`src/rtl/ps2_rx_fifo_pkg.sv`:
```
// Shared constants for the PS/2 receiver: register map, status/control bit
// positions, frame FSM encoding and PS/2 frame layout.
package ps2_rx_fifo_pkg;

  // Register word addresses on the peripheral bus
  localparam logic [2:0] REG_DATA = 3'd0;
  localparam logic [2:0] REG_STAT = 3'd1;
  localparam logic [2:0] REG_CTRL = 3'd2;

  // STAT register bit positions
  localparam int STAT_NONEMPTY = 0;
  localparam int STAT_OVF      = 1;
  localparam int STAT_PERR     = 2;

  // CTRL register bit positions
  localparam int CTRL_IRQ_EN = 0;
  localparam int CTRL_FLUSH  = 1;

  // Frame FSM state encoding
  localparam logic [1:0] ST_IDLE   = 2'd0;
  localparam logic [1:0] ST_DATA   = 2'd1;
  localparam logic [1:0] ST_PARITY = 2'd2;
  localparam logic [1:0] ST_STOP   = 2'd3;

  // PS/2 frame layout: start, 8 data bits LSB first, odd parity, stop
  localparam int FRAME_DATA_BITS = 8;

  // Odd parity holds when data plus parity bit carry an odd number of ones
  function automatic logic odd_parity_ok(input logic [7:0] data, input logic par);
    return ^{data, par};
  endfunction

endpackage

```
`src/rtl/ps2_rx_fifo_if.sv`:
```
// QuasiSoC peripheral bus: word address, write data, write strobe and
// combinational read data.
interface ps2_rx_fifo_if;
  logic [2:0]  a;
  logic [31:0] d;
  logic        we;
  logic [31:0] spo;

  modport master (output a, output d, output we, input spo);
  modport slave  (input a, input d, input we, output spo);
endinterface

```
`src/rtl/ps2_rx_fifo_frame_rx.sv`:
```
// PS/2 frame receiver: pin synchronisers, kclk glitch filter, frame FSM with
// parity/stop checks and an inter-edge timeout. Emits one-cycle strobes for a
// good byte or a bad frame.
module ps2_frame_rx
  import ps2_rx_fifo_pkg::*;
#(
  parameter int FILTER      = 4,
  parameter int TIMEOUT_CYC = 50000
) (
  input  logic       clk,
  input  logic       rst,
  input  logic       kclk,
  input  logic       kdata,
  output logic       byte_valid,
  output logic [7:0] byte_data,
  output logic       frame_err
);

  localparam int FCW = $clog2(FILTER) + 1;
  localparam int TCW = $clog2(TIMEOUT_CYC + 1);

  logic           kclk_s1_q, kclk_s2_q, kdata_s1_q, kdata_s2_q;
  logic           kclk_f_q, kclk_f_d;
  logic [FCW-1:0] filt_cnt_q, filt_cnt_d;
  logic           filt_flip, fall;

  logic [1:0]     state_q, state_d;
  logic [2:0]     bitcnt_q, bitcnt_d;
  logic [7:0]     shift_q, shift_d;
  logic           par_q, par_d;
  logic [TCW-1:0] tmo_q, tmo_d;

  // Two-flop synchronisers for both asynchronous pins; the bus idles high
  // NOTE: sequential state uses non-blocking assignments so every flop samples pre-edge values.
  always_ff @(posedge clk) begin
    if (!rst) begin
      kclk_s1_q  <= 1'b1;
      kclk_s2_q  <= 1'b1;
      kdata_s1_q <= 1'b1;
      kdata_s2_q <= 1'b1;
    end else begin
      kclk_s1_q  <= kclk;
      kclk_s2_q  <= kclk_s1_q;
      kdata_s1_q <= kdata;
      kdata_s2_q <= kdata_s2_q == kdata_s1_q ? kdata_s2_q : kdata_s1_q;
    end
  end

  // Glitch filter: the filtered clock follows only after FILTER consecutive differing samples
  // NOTE: every always_comb output gets a default first so no latch can be inferred.
  always_comb begin
    filt_flip  = 1'b0;
    filt_cnt_d = '0;
    kclk_f_d   = kclk_f_q;
    if (kclk_s2_q != kclk_f_q) begin
      if (filt_cnt_q == FCW'(FILTER - 1)) begin
        filt_flip = 1'b1;
        kclk_f_d  = kclk_s2_q;
      end else begin
        filt_cnt_d = filt_cnt_q + FCW'(1);
      end
    end
  end

  // A flip away from a high filtered clock is the sampling edge
  assign fall = filt_flip & kclk_f_q;

  // Filter state registers
  always_ff @(posedge clk) begin
    if (!rst) begin
      kclk_f_q   <= 1'b1;
      filt_cnt_q <= '0;
    end else begin
      kclk_f_q   <= kclk_f_d;
      filt_cnt_q <= filt_cnt_d;
    end
  end

  // Frame FSM, bit shifter and timeout; a stalled frame is dropped silently
  always_comb begin
    state_d    = state_q;
    bitcnt_d   = bitcnt_q;
    shift_d    = shift_q;
    par_d      = par_q;
    byte_valid = 1'b0;
    frame_err  = 1'b0;
    tmo_d      = (fall || state_q == ST_IDLE) ? '0 : tmo_q + TCW'(1);

    case (state_q)
      ST_IDLE: begin
        if (fall && !kdata_s2_q) begin
          state_d  = ST_DATA;
          bitcnt_d = '0;
        end
      end
      ST_DATA: begin
        if (fall) begin
          shift_d  = {kdata_s2_q, shift_q[7:1]};
          bitcnt_d = bitcnt_q + 3'd1;
          if (bitcnt_q == 3'(FRAME_DATA_BITS - 1)) state_d = ST_PARITY;
        end
      end
      ST_PARITY: begin
        if (fall) begin
          par_d   = kdata_s2_q;
          state_d = ST_STOP;
        end
      end
      default: begin
        if (fall) begin
          if (odd_parity_ok(shift_q, par_q) && kdata_s2_q) byte_valid = 1'b1;
          else                                              frame_err  = 1'b1;
          state_d = ST_IDLE;
        end
      end
    endcase

    if (!fall && state_q != ST_IDLE && tmo_q >= TCW'(TIMEOUT_CYC)) begin
      state_d = ST_IDLE;
    end
  end

  assign byte_data = shift_q;

  // Frame FSM registers
  always_ff @(posedge clk) begin
    if (!rst) begin
      state_q  <= ST_IDLE;
      bitcnt_q <= '0;
      shift_q  <= '0;
      par_q    <= 1'b0;
      tmo_q    <= '0;
    end else begin
      state_q  <= state_d;
      bitcnt_q <= bitcnt_d;
      shift_q  <= shift_d;
      par_q    <= par_d;
      tmo_q    <= tmo_d;
    end
  end

endmodule

```
`src/rtl/ps2_rx_fifo.sv`:
```
// PS/2 receiver peripheral: frame receiver feeding a circular scancode FIFO,
// STAT/CTRL registers, bus decode and a maskable level interrupt.
module ps2_rx_fifo
  import ps2_rx_fifo_pkg::*;
#(
  parameter int DEPTH       = 16,
  parameter int FILTER      = 4,
  parameter int TIMEOUT_CYC = 50000
) (
  input  logic         clk,
  input  logic         rst,
  ps2_rx_fifo_if.slave bus,
  output logic         irq,
  input  logic         kclk,
  input  logic         kdata
);

  localparam int AW = $clog2(DEPTH);
  localparam int CW = AW + 1;

  logic          byte_valid, frame_err;
  logic [7:0]    byte_data;

  logic [7:0]    mem_q [DEPTH];
  logic [AW-1:0] wr_ptr_q, wr_ptr_d, rd_ptr_q, rd_ptr_d;
  logic [CW-1:0] count_q, count_d;
  logic          ovf_q, ovf_d, perr_q, perr_d, irq_en_q, irq_en_d;

  logic          wr_data, wr_stat, wr_ctrl, flush;
  logic          empty, full, do_pop, do_push, ovf_set;
  logic [7:0]    head_byte;

  ps2_frame_rx #(
    .FILTER      (FILTER),
    .TIMEOUT_CYC (TIMEOUT_CYC)
  ) u_frame_rx (
    .clk        (clk),
    .rst        (rst),
    .kclk       (kclk),
    .kdata      (kdata),
    .byte_valid (byte_valid),
    .byte_data  (byte_data),
    .frame_err  (frame_err)
  );

  // Bus write decode and FIFO push/pop arbitration; flush overrides everything
  always_comb begin
    wr_data = bus.we && (bus.a == REG_DATA);
    wr_stat = bus.we && (bus.a == REG_STAT);
    wr_ctrl = bus.we && (bus.a == REG_CTRL);
    flush   = wr_ctrl && bus.d[CTRL_FLUSH];
    empty   = (count_q == '0);
    full    = (count_q == CW'(DEPTH));
    do_pop  = wr_data && !empty && !flush;
    do_push = byte_valid && (!full || do_pop) && !flush;
    ovf_set = byte_valid && full && !do_pop && !flush;
  end

  // Next-state for pointers, occupancy and flags; a flag set beats its W1C clear
  always_comb begin
    wr_ptr_d = wr_ptr_q + AW'(do_push);
    rd_ptr_d = rd_ptr_q + AW'(do_pop);
    count_d  = count_q + CW'(do_push) - CW'(do_pop);
    if (flush) begin
      wr_ptr_d = '0;
      rd_ptr_d = '0;
      count_d  = '0;
    end
    ovf_d    = ovf_set   | (ovf_q  & ~(wr_stat & bus.d[STAT_OVF]));
    perr_d   = frame_err | (perr_q & ~(wr_stat & bus.d[STAT_PERR]));
    irq_en_d = wr_ctrl ? bus.d[CTRL_IRQ_EN] : irq_en_q;
  end

  // Control and status registers
  always_ff @(posedge clk) begin
    if (!rst) begin
      wr_ptr_q <= '0;
      rd_ptr_q <= '0;
      count_q  <= '0;
      ovf_q    <= 1'b0;
      perr_q   <= 1'b0;
      irq_en_q <= 1'b0;
    end else begin
      wr_ptr_q <= wr_ptr_d;
      rd_ptr_q <= rd_ptr_d;
      count_q  <= count_d;
      ovf_q    <= ovf_d;
      perr_q   <= perr_d;
      irq_en_q <= irq_en_d;
    end
  end

  // FIFO storage write port
  // NOTE: storage has no reset; entries are only visible through count, which is reset.
  always_ff @(posedge clk) begin
    if (do_push) mem_q[wr_ptr_q] <= byte_data;
  end

  // Combinational read mux from address and register state only
  always_comb begin
    head_byte = empty ? 8'h00 : mem_q[rd_ptr_q];
    case (bus.a)
      REG_DATA: bus.spo = {~empty, 7'b0, 8'(count_q), 8'b0, head_byte};
      REG_STAT: bus.spo = {29'b0, perr_q, ovf_q, ~empty};
      REG_CTRL: bus.spo = {31'b0, irq_en_q};
      default:  bus.spo = 32'h0;
    endcase
  end

  assign irq = irq_en_q & (~empty | ovf_q | perr_q);

endmodule
```
`src/flat_wrapper.sv`:
```
// flat-port wrapper written by rule: the top's interface ports become plain ports
module ps2_rx_fifo_flat import ps2_rx_fifo_pkg::*;
#(
  parameter int DEPTH       = 16,
  parameter int FILTER      = 4,
  parameter int TIMEOUT_CYC = 50000
)
  (clk, rst, irq, kclk, kdata, bus_a, bus_d, bus_we, bus_spo);
  ps2_rx_fifo_if bus_i ();
  input  logic clk;
  input  logic rst;
  output logic irq;
  input  logic kclk;
  input  logic kdata;
  input wire logic [$bits(bus_i.a)-1:0] bus_a;
  input wire logic [$bits(bus_i.d)-1:0] bus_d;
  input wire logic [$bits(bus_i.we)-1:0] bus_we;
  output wire logic [$bits(bus_i.spo)-1:0] bus_spo;
  assign bus_i.a = bus_a;
  assign bus_i.d = bus_d;
  assign bus_i.we = bus_we;
  assign bus_spo = bus_i.spo;
  ps2_rx_fifo #(.DEPTH(DEPTH), .FILTER(FILTER), .TIMEOUT_CYC(TIMEOUT_CYC)) u_core (.clk(clk), .rst(rst), .bus(bus_i), .irq(irq), .kclk(kclk), .kdata(kdata));
endmodule
```
`config.mk`:
```
export PLATFORM = sky130hd
export DESIGN_NAME = ps2_rx_fifo_flat
export DESIGN_NICKNAME = d
export VERILOG_FILES = /design/src/rtl/ps2_rx_fifo_pkg.sv /design/src/rtl/ps2_rx_fifo_if.sv /design/src/rtl/ps2_rx_fifo_frame_rx.sv /design/src/rtl/ps2_rx_fifo.sv /design/src/flat_wrapper.sv
export SDC_FILE = /design/constraint.sdc
export NUM_CORES = 1
export LEC_CHECK = 0
export BUFFER_PORTS_ARGS = -buffer_cell sky130_fd_sc_hd__buf_4
export CAP_MARGIN = 5
export CORE_UTILIZATION = 50
export DETAILED_ROUTE_END_ITERATION = 8
export PLACE_DENSITY_LB_ADDON = 0.05
export SLEW_MARGIN = 20
export SYNTH_ARGS = -nofsm -noshare
export SYNTH_HDL_FRONTEND = slang
export SYNTH_SLANG_ARGS = --single-unit
```
`constraint.sdc`:
```
create_clock -name clk -period 6.5 [get_ports clk]
set_input_delay 0.325 -clock clk [delete_from_list [all_inputs] [get_ports clk]]
set_output_delay 0.325 -clock clk [all_outputs]
set_load 0.1 [all_outputs]
```
# Word level (Yosys, flattened, before mapping)
# Memory sizes are Yosys's and may differ from the RTL's. A register that Yosys moved wholly into a read port is not among the register bits.
# Cells that the tools add are included.
[classes]
n_addsub = 7
n_mul = 0
div_mod_pow = 0
order_cmp = 1
n_eq_ne = 13
n_shift = 0
muxes = 22
bitwise = 15
reduce_logical = 40
[op_table]
columns = ["cell", "n"]
rows = [
  ["$pmux W32 S3", 1],
  ["$add A16 B1 Y16 const B", 1],
  ["$ge A16 B16 Y1 const B", 1],
  ["$logic_and A1 B1 Y1", 15],
  ["$mux W1", 10],
  ["$mux W2", 5],
  ["$reduce_xor A9 Y1", 1],
  ["$add A4 B1 Y4", 2],
  ["$mux W8", 1],
  ["$add A3 B1 Y3 const B", 2],
  ["$and A1 B1 Y1", 6],
  ["$eq A3 B2 Y1 const B", 2],
  ["$logic_not A1 Y1", 6],
  ["$mux W3", 2],
  ["$ne A2 B2 Y1 const B", 3],
  ["$pmux W2 S3", 1],
  ["$pmux W3 S2", 1],
  ["$reduce_and A2 Y1", 3],
  ["$reduce_bool A2 Y1", 3],
  ["$reduce_or A2 Y1", 3],
  ["$reduce_or A3 Y1", 2],
  ["$add A5 B1 Y5", 1],
  ["$eq A5 B5 Y1 const B", 1],
  ["$logic_not A5 Y1", 1],
  ["other kinds (16)", 24],
]
[totals]
ff_bits = 54
latchBits = 0
ram_bits = 128
romBits = 0
input_bits = 40
output_inout_bits = 33
wordCells = 116
n_memories = 1
[memory_table]
columns = ["name", "words", "word_bits", "read_ports", "rd_ports_with_merged_regs", "wr", "line_no", "rtl"]
rows = [
  ["u_core.mem_q", 16, 8, 1, 1, 1, "ps2_rx_fifo.sv:24", "logic [7:0] mem_q [DEPTH];"],
]

# Longest topological paths before layout
# Gate-level depths: netlist of the first run.
[logic_depth]
depth_word = 10
depth_mapped = 14
mapped_depth_nobuf = 14

# Hierarchy
# Synthesis of the first run repeated with hierarchy kept, for this count alone.
[unflattened]
cells_unflattened = 539
area_unflattened_um2 = 7825.0
[by_module_without_submodules]
columns = ["mod", "n_inst", "cells_each", "area_per_inst_um2"]
rows = [
  ["ps2_rx_fifo", 1, 346, 6072.1],
  ["ps2_frame_rx", 1, 193, 1752.9],
]

# Worst setup path after synthesis of the first run
# Ideal clock, no wire load.
[synth_timing]
path_kind = "register to output"
from = "reg, netlist name u_core.rd_ptr_q[0]"
to = "out bus_spo[4]"
arrival_ns = 3.619
required_ns = 6.175
path_slack_ns = 2.556
stages_incl_launch_ff = 7
path_cell_list = "dfxtp_1 buf_2 buf_4 buf_2 mux4_2 mux2i_1 a211oi_1"
[synth_lines]
columns = ["element", "line_no", "rtl"]
rows = [
  ["end: declaration", "flat_wrapper.sv:18", "output wire logic [$bits(bus_i.spo)-1:0] bus_spo;"],
]

# Worst setup path after layout of the first run
[layout_timing]
from = "reg u_core.u_frame_rx.shift_q[7], in the netlist u_core.u_frame_rx.byte_data[7]"
to = "reg u_core.count_q[4]"
[layout_via]
elab_chain_cells = 9
[layout_rtl]
columns = ["element", "line_no", "rtl"]
rows = [
  ["start: declaration", "ps2_rx_fifo_frame_rx.sv:29", "logic [7:0] shift_q, shift_d;"],
  ["start signal: assignment", "ps2_rx_fifo_frame_rx.sv:136", "shift_q <= shift_d;"],
  ["$reduce_xor A9 Y1", "ps2_rx_fifo_pkg.sv:30", "return ^{data, par};"],
  ["$logic_and A1 B1 Y1", "ps2_rx_fifo_frame_rx.sv:111", "if (odd_parity_ok(shift_q, par_q) && kdata_s2_q) byte_valid = 1'b1;"],
  ["$mux W1", "ps2_rx_fifo_frame_rx.sv:111", ""],
  ["$mux W1", "ps2_rx_fifo_frame_rx.sv:110", "if (fall) begin"],
  ["$mux W1", "ps2_rx_fifo_frame_rx.sv:89", "case (state_q)"],
  ["$logic_and A1 B1 Y1 (2 in a row)", "ps2_rx_fifo.sv:55", "do_push = byte_valid && (!full || do_pop) && !flush;"],
  ["$add A5 B1 Y5", "ps2_rx_fifo.sv:63", "count_d = count_q + CW'(do_push) - CW'(do_pop);"],
  ["$sub A5 B1 Y5", "ps2_rx_fifo.sv:63", ""],
  ["end signal: assignment", "ps2_rx_fifo.sv:86", "count_q <= count_d;"],
  ["end: declaration", "ps2_rx_fifo.sv:26", "logic [CW-1:0] count_q, count_d;"],
]
# Every way passes these cells.
# A chain may end at the register's enable or synchronous reset.

==> impl_metrics.json, run 1 <==
{
  "viasPerCell": 5.47,
  "nets": 646,
  "grt_first_pass_wirelength_um": 23600,
  "post_drt_wl_per_cell_um": 18.2,
  "cts_max_path_buffers": 2,
  "path_clk_slew_ns": 0.06,
  "vias": 4418,
  "syn_avg_cell_area_um2": 14.5,
  "fin_skew_ns": 0.00729,
  "cts_hold_buffers": 0,
  "ctsResizeCount": 0,
  "rsz0062_at_grt": "false",
  "critPathBufInv": 1,
  "drt_iter0_markers": 261,
  "synth_edf_count": 128,
  "p_sw_share_pct": 23.6,
  "diodes": 0,
  "die_h_um": 127,
  "crit_family": "flip-flops",
  "drc": 0,
  "ys.warnings.count": 0,
  "reg2reg_depth": 11,
  "cts-root-buf": "clkbuf_16",
  "antenna_found_initial": 0,
  "leakage_nw": 3.03,
  "crit_path_start_kind": "flop",
  "tns_ns": 0,
  "gp_congestion": 0.734,
  "ys_seq_area_share_pct": 62.6,
  "area_delta_synth_final_pct": 12.8,
  "grt_start_max_net_pins": 35,
  "dieArea_um2": 16200,
  "synth_seq_cells": 182,
  "hold_viol": 0,
  "worst_hold_path_type": "in -> reg",
  "critPathKind": "reg -> reg",
  "wirelength_um": 14700,
  "critical_path_required_ns": 6.81,
  "slew_violations": 0,
  "synth_flop_cell": "edfxtp_1",
  "slew-limit-headroom_pct": 26.2,
  "internal_power_mw": 1.90,
  "critPathSlowestCell": "dfxtp_1",
  "timing.rr.start": "u_core.u_frame_rx.byte_data[7]",
  "final_cell_mix": "128 x edfxtp_1, 52 x dfxtp_1, 42 x buf_4",
  "io-pin-count": 73,
  "holdPathStages": 2,
  "grt.total_usage_pct": 20.0,
  "first_global_vias": 4429,
  "fp-row-count": 45,
  "fill_cells": 1231,
  "setup_viol": 0,
  "met1_usage_pct": 25.9,
  "drv_cap": 0,
  "vdd_drop_max_v": 0.000166,
  "grt_util_met2_pct": 33.5,
  "path_cells": "xor3_4 -> a2111oi_4 -> mux2i_2 -> nor2_1 -> ha_1 -> inv_1 -> fa_1 -> nand2b_1 -> a21oi_1 -> o21ai_0 -> nor3b_1",
  "grt_use_met3_pct": 4.61,
  "portBuffers": 25,
  "critPathArrivalTime_ns": 3.94,
  "htreeDepth": 4,
  "hpwl_um": 9550,
  "netlist_area_um2": 7860,
  "max_freq_ghz": 0.275,
  "cts_tree": "done",
  "drive_above_1_share_pct": 18.9,
  "power_density_nw_per_um2": 280,
  "ys_types": 55,
  "regToRegSetupSlack_ns": 2.86,
  "fin_util_pct": 58.1,
  "outcome": "finished clean",
  "cts_setup_buffers": 0,
  "p_sw_uw": 587,
  "layout.cells.most_common": "edfxtp_1",
  "grt_overflow": 0,
  "initial_utilization_pct": 51.5,
  "core_area_um2": 15300,
  "pwr-share-comb_pct": 8.8,
  "p_seq_share_pct": 50.1,
  "synthCells": 544,
  "fin_crit_sh_pct": 56.0,
  "clock_latency_ns": 0.43,
  "hp-start": "kdata",
  "path_max_fanout": 20,
  "cts_buffers": 17,
  "drtPass1Iterations": 4,
  "worstHoldEndpoint": "u_core.u_frame_rx.kdata_s1_q",
  "r2r-end": "u_core.count_q[4]",
  "die_w_um": 127,
  "slowest_delay_ns": 0.79,
  "tightest_slew_ns": 1.11,
  "drtAntennaViolNets": 0,
  "endpoint_kind": "flop",
  "async_reset_ff_share_pct": 0,
  "p_clk_share_pct": 41.1,
  "period_needed_ns": 3.64,
  "grt_busiest_layer": "met2",
  "numClockSinks": 182
}
-- state kept, by name (all words and copies together) (netlist names) --
name,count
u_core.u_frame_rx.bitcnt_q,3
u_core.mem_q,128
u_core.u_frame_rx.kclk_s1_q,1
u_core.rd_ptr_q,4
u_core.u_frame_rx.filt_cnt_q,3
u_core.irq_en_q,1
u_core.u_frame_rx.kdata_s1_q,1
u_core.u_frame_rx.kclk_s2_q,1
u_core.wr_ptr_q,4
u_core.perr_q,1
u_core.u_frame_rx.state_q,2
u_core.u_frame_rx.kdata_s2_q,1
u_core.count_q,5
u_core.u_frame_rx.byte_data,8
u_core.u_frame_rx.tmo_q,16
u_core.u_frame_rx.par_q,1
u_core.u_frame_rx.kclk_f_q,1
u_core.ovf_q,1
-- synth_stat cells, drive strengths merged, types with 2 or more instances --
cell,number,share of area (%)
a211oi,12,1.1
nand4,4,0.32
o21ai,5,0.32
o31ai,4,0.38
nand2b,13,1.0
nand2,36,1.7
a22o,6,0.67
or3,3,0.24
buf,27,2.4
nor2b,8,0.64
and3,7,0.56
a21boi,2,0.19
or4,5,0.48
xor2,8,0.89
and2,11,0.88
o21a,2,0.19
nor3,5,0.32
edfxtp,128,49
clkbuf,10,0.48
xnor2,11,1.2
nand3,9,0.57
nor4,16,1.3
xnor3,2,0.59
mux4,32,9.2
inv,20,0.95
o32ai,2,0.22
a21oi,20,1.3
nor3b,2,0.19
nor2,28,1.3
mux2i,12,1.6
a2111oi,2,0.70
dfxtp,54,14
ha,20,3.2
or2,2,0.16
-- routing by layer --
metal,up-vias,part of all wire (%),wire (um)
li1,2102,-,-
met1,2216,44,6420
met2,85,50,7410
met3,15,4.9,723
met4,0,1.3,188
met5,-,0,0
-- power by group through the flow --
stage	logic [mW]	registers [mW]	clock network, mW
2_1_floorplan	0.197	1.27	0
6_report	0.218	1.24	1.02
4_1_cts	0.219	1.24	1.04
3_3_place_gp	0.215	1.27	0
5_1_grt	0.235	1.25	1.08
3_5_place_dp	0.218	1.27	0
-- kinds of logic after synthesis --
logic type / synth area share [%]
adder cells (fa/ha/maj): 3.44
other: 0.0477
XOR/XNOR: 3.06
AND/OR/NAND/NOR: 10.6
AO/OA/AOI/OAI: 5.65
flip-flops: 62.6
buffers and inverters: 3.87
multiplexers: 10.7
-- final cells by class --
type	instances	area (um^2)	share of cell area [%]
multi-input combinational	321	2700	30.4
clock inverter	14	161	1.82
timing repair buffer	42	315	3.56
sequential	182	4930	55.6
clock buffer	17	425	4.80
tap	211	264	2.98
inverter	21	78.8	0.889
-- how the worst max path moves through the flow --
stage,from,endpoint,slack [ns],depth (start not counted)
after floorplan,u_core.rd_ptr_q[0],bus_spo[4],2.56,6
after global placement,u_core.u_frame_rx.byte_data[7],u_core.count_q[4],2.97,11
after detailed placement,u_core.u_frame_rx.byte_data[7],u_core.count_q[4],2.80,11
after CTS,u_core.u_frame_rx.byte_data[7],u_core.count_q[4],2.79,11
after global routing,u_core.u_frame_rx.byte_data[7],u_core.count_q[4],2.60,11
final,u_core.u_frame_rx.byte_data[7],u_core.count_q[4],2.86,11
-- worst register-to-register path, stage by stage, from the launching register on --
cell and delay, ns:
dfxtp_1 0.79, xor3_4 0.58, a2111oi_4 0.36, mux2i_2 0.30, nor2_1 0.24, ha_1 0.20, inv_1 0.06, fa_1 0.39
nand2b_1 0.17, a21oi_1 0.20, o21ai_0 0.10, nor3b_1 0.14
-- through the flow --
| stage | hold slack (ns) | setup slack, ns | instance area [um^2] | power (mW) | std cells |
|---|---|---|---|---|---|
| 4_1_cts | 0.0614 | 2.79 | 8870 | 2.50 | 808 |
| 3_3_place_gp | 0.392 | 2.97 | 8280 | 1.49 | 777 |
| 5_1_grt | 0.0655 | 2.60 | 8870 | 2.56 | 808 |
| 3_5_place_dp | 0.401 | 2.80 | 8280 | 1.49 | 777 |
| 2_1_floorplan | 0.386 | 2.56 | 7930 | 1.46 | 561 |
| 6_report | 0.0762 | 2.86 | 8870 | 2.48 | 808 |
No activity file was read; power rests on OpenSTA's default activity.
==> inputs of run 2 (changes only) <==
Clock period 6.5 ns to 3.5 ns, I/O delays scaled along.
==> run 2 against run 1 <==
Non-clock buffer count up 17. Highest routed layer unchanged. Hold slack gained 0.051 ns. Critical path type is now reg -> out. Critical endpoint is now bus_spo[2]. Routed wire length decreased by 1.8%. Total power is 85% higher. Die area unchanged. Clock skew grew 0.0086 ns. Register-to-register slack lost 2.3 ns. Critical path depth decreased by 5. Final area up 1.9%.
==> impl_metrics.json, run 2 (synthesis results as in run 1) <==
{
  "fin_crit_sh_pct": 87.4,
  "cts_setup_buffers": 0,
  "drt_iter0_markers": 244,
  "wirelength_um": 14500,
  "grt_overflow": 0,
  "grt_start_max_net_pins": 25,
  "whs_ns": 0.127,
  "cp_common_cell": "buf_4",
  "critical_path_required_ns": 3.32,
  "area_delta_synth_final_pct": 15.0,
  "critPathArrivalTime_ns": 2.88,
  "seq_area_um2": 4930,
  "drv_cap": 0,
  "nets": 663,
  "rsz0062_at_grt": "false",
  "drtPass1Iterations": 5,
  "path_clk_slew_ns": 0.06,
  "htreeDepth": 4,
  "fin_cells": 826,
  "fin_skew_ns": 0.0159,
  "period_needed_ns": 3.06,
  "initial_utilization_pct": 51.5,
  "cts_max_path_buffers": 2,
  "setup_viol": 0,
  "outcome": "finished clean",
  "path_max_fanout": 19,
  "fill_cells": 1186,
  "core_area_um2": 15300,
  "slew_violations": 0,
  "crit_family": "flip-flops",
  "multi_input_area_um2": 2720,
  "largest-register": "u_core.mem_q",
  "hold_viol": 0,
  "crit_path_start_kind": "flop",
  "gp_congestion": 0.729,
  "place_inst": 790,
  "largest_reg_flops": 128,
  "critPathBufInv": 2,
  "vdd_drop_max_v": 0.000341,
  "numClockSinks": 182,
  "drive_above_1_share_pct": 21.0,
  "fp-row-count": 45,
  "critPathKind": "reg -> out",
  "cts_hold_buffers": 4,
  "diodes": 0,
  "tightest_slew_ns": 0.799,
  "dieArea_um2": 16200,
  "hpwl_um": 9750,
  "worst_hold_path_type": "in -> reg",
  "max_freq_ghz": 0.327,
  "tns_ns": 0,
  "antenna_found_initial": 0,
  "fin_area_um2": 9040,
  "io-pin-count": 73,
  "cts_buffers": 17,
  "slowest_delay_ns": 0.77,
  "die_h_um": 127,
  "first_global_vias": 4392,
  "power_density_nw_per_um2": 509,
  "drtAntennaViolNets": 0,
  "final_cell_mix": "128 x edfxtp_1, 55 x buf_4, 53 x dfxtp_1",
  "viasPerCell": 5.36,
  "place_area_um2": 8400,
  "portBuffers": 25,
  "setup_ws_ns": 0.441,
  "leakage_nw": 3.13,
  "layout.cells.most_common": "edfxtp_1",
  "drc": 0,
  "slew-limit-headroom_pct": 46.7,
  "dp_slack_ns": 0.551,
  "post_drt_wl_per_cell_um": 17.5,
  "die_w_um": 127,
  "critPathSlowestCell": "dfxtp_2",
  "cts_tree": "done",
  "endpoint_kind": "output pin",
  "clock_latency_ns": 0.42,
  "cts-root-buf": "clkbuf_16",
  "grt.total_usage_pct": 19.3,
  "path_cells": "buf_4 -> mux4_2 -> a22o_1 -> nor2_1 -> o32ai_1 -> buf_4",
  "vias": 4426,
  "ctsResizeCount": 0,
  "grt_first_pass_wirelength_um": 23100
}
==> run 2: cell types whose count changed in the layout (fill, tap and decap cells not counted), moves of 3 or more <==
| cell | before | now |
|---|---|---|
| a211oi_2 | 0 | 5 |
| clkinv_1 | 4 | 1 |
| buf_4 | 42 | 55 |
| dlygate4sd3_1 | 0 | 4 |
| clkbuf_1 | 0 | 5 |
| clkbuf_8 | 0 | 3 |
| a211oi_1 | 12 | 7 |
==> run 2: cell type report <==
type | instances | area share [%]
sequential | 182 | 54.5
multi-input combinational | 321 | 30.1
clock buffer | 27 | 5.93
timing repair buffer | 59 | 5.01
tap | 211 | 2.92
inverter | 21 | 0.872
clock inverter | 5 | 0.651
==> run 2: worst paths after layout <==
| check | endpoint | cells after the start | startpoint | slack [ns] |
|---|---|---|---|---|
| worst max-delay path | bus_spo[2] | 6 | u_core.rd_ptr_q[0] | 0.44 |
| worst max register to register | u_core.count_q[4] | 13 | u_core.u_frame_rx.filt_cnt_q[0] | 0.58 |
| worst min-delay path | u_core.ovf_q | 4 | bus_d[1] | 0.13 |
| worst min register to register | u_core.u_frame_rx.kclk_s2_q | 1 | u_core.u_frame_rx.kclk_s1_q | 0.41 |
==> run 2: tightest hold or removal path: cells and delay by family <==
| kind | cells | cell delay, ns |
|---|---|---|
| buffers and inverters | 1 | 0.14 |
| AOI/OAI and AO/OA | 1 | 0.07 |
| and+or+nand+nor | 2 | 0.12 |
==> run 2: per-stage QoR <==
step	utilization (%)	total power [mW]
after global routing	59.2	4.75
after floorplan	-	2.72
final	59.2	4.60
after global placement	55.1	2.77
after detailed placement	55.1	2.77
after CTS	59.2	4.64
==> run 2: power by group <==
| part | switching, mW | leakage [nW] | internal [mW] |
|---|---|---|---|
| Sequential | 0.0228 | 1.62 | 2.29 |
| Clock | 0.745 | 0.292 | 1.13 |
| Combinational | 0.290 | 1.22 | 0.122 |
| Total | 1.06 | 3.13 | 3.54 |
==> run 2: per-layer routing <==
layer  up-vias  wire length [um]  global-route usage, %
li1       2146                 -                      -
met1      2173              6460                   25.7
met2       102              7280                   31.8
met3         5               672                   3.73
met4         0                51                   6.51
met5         -                 0                      0
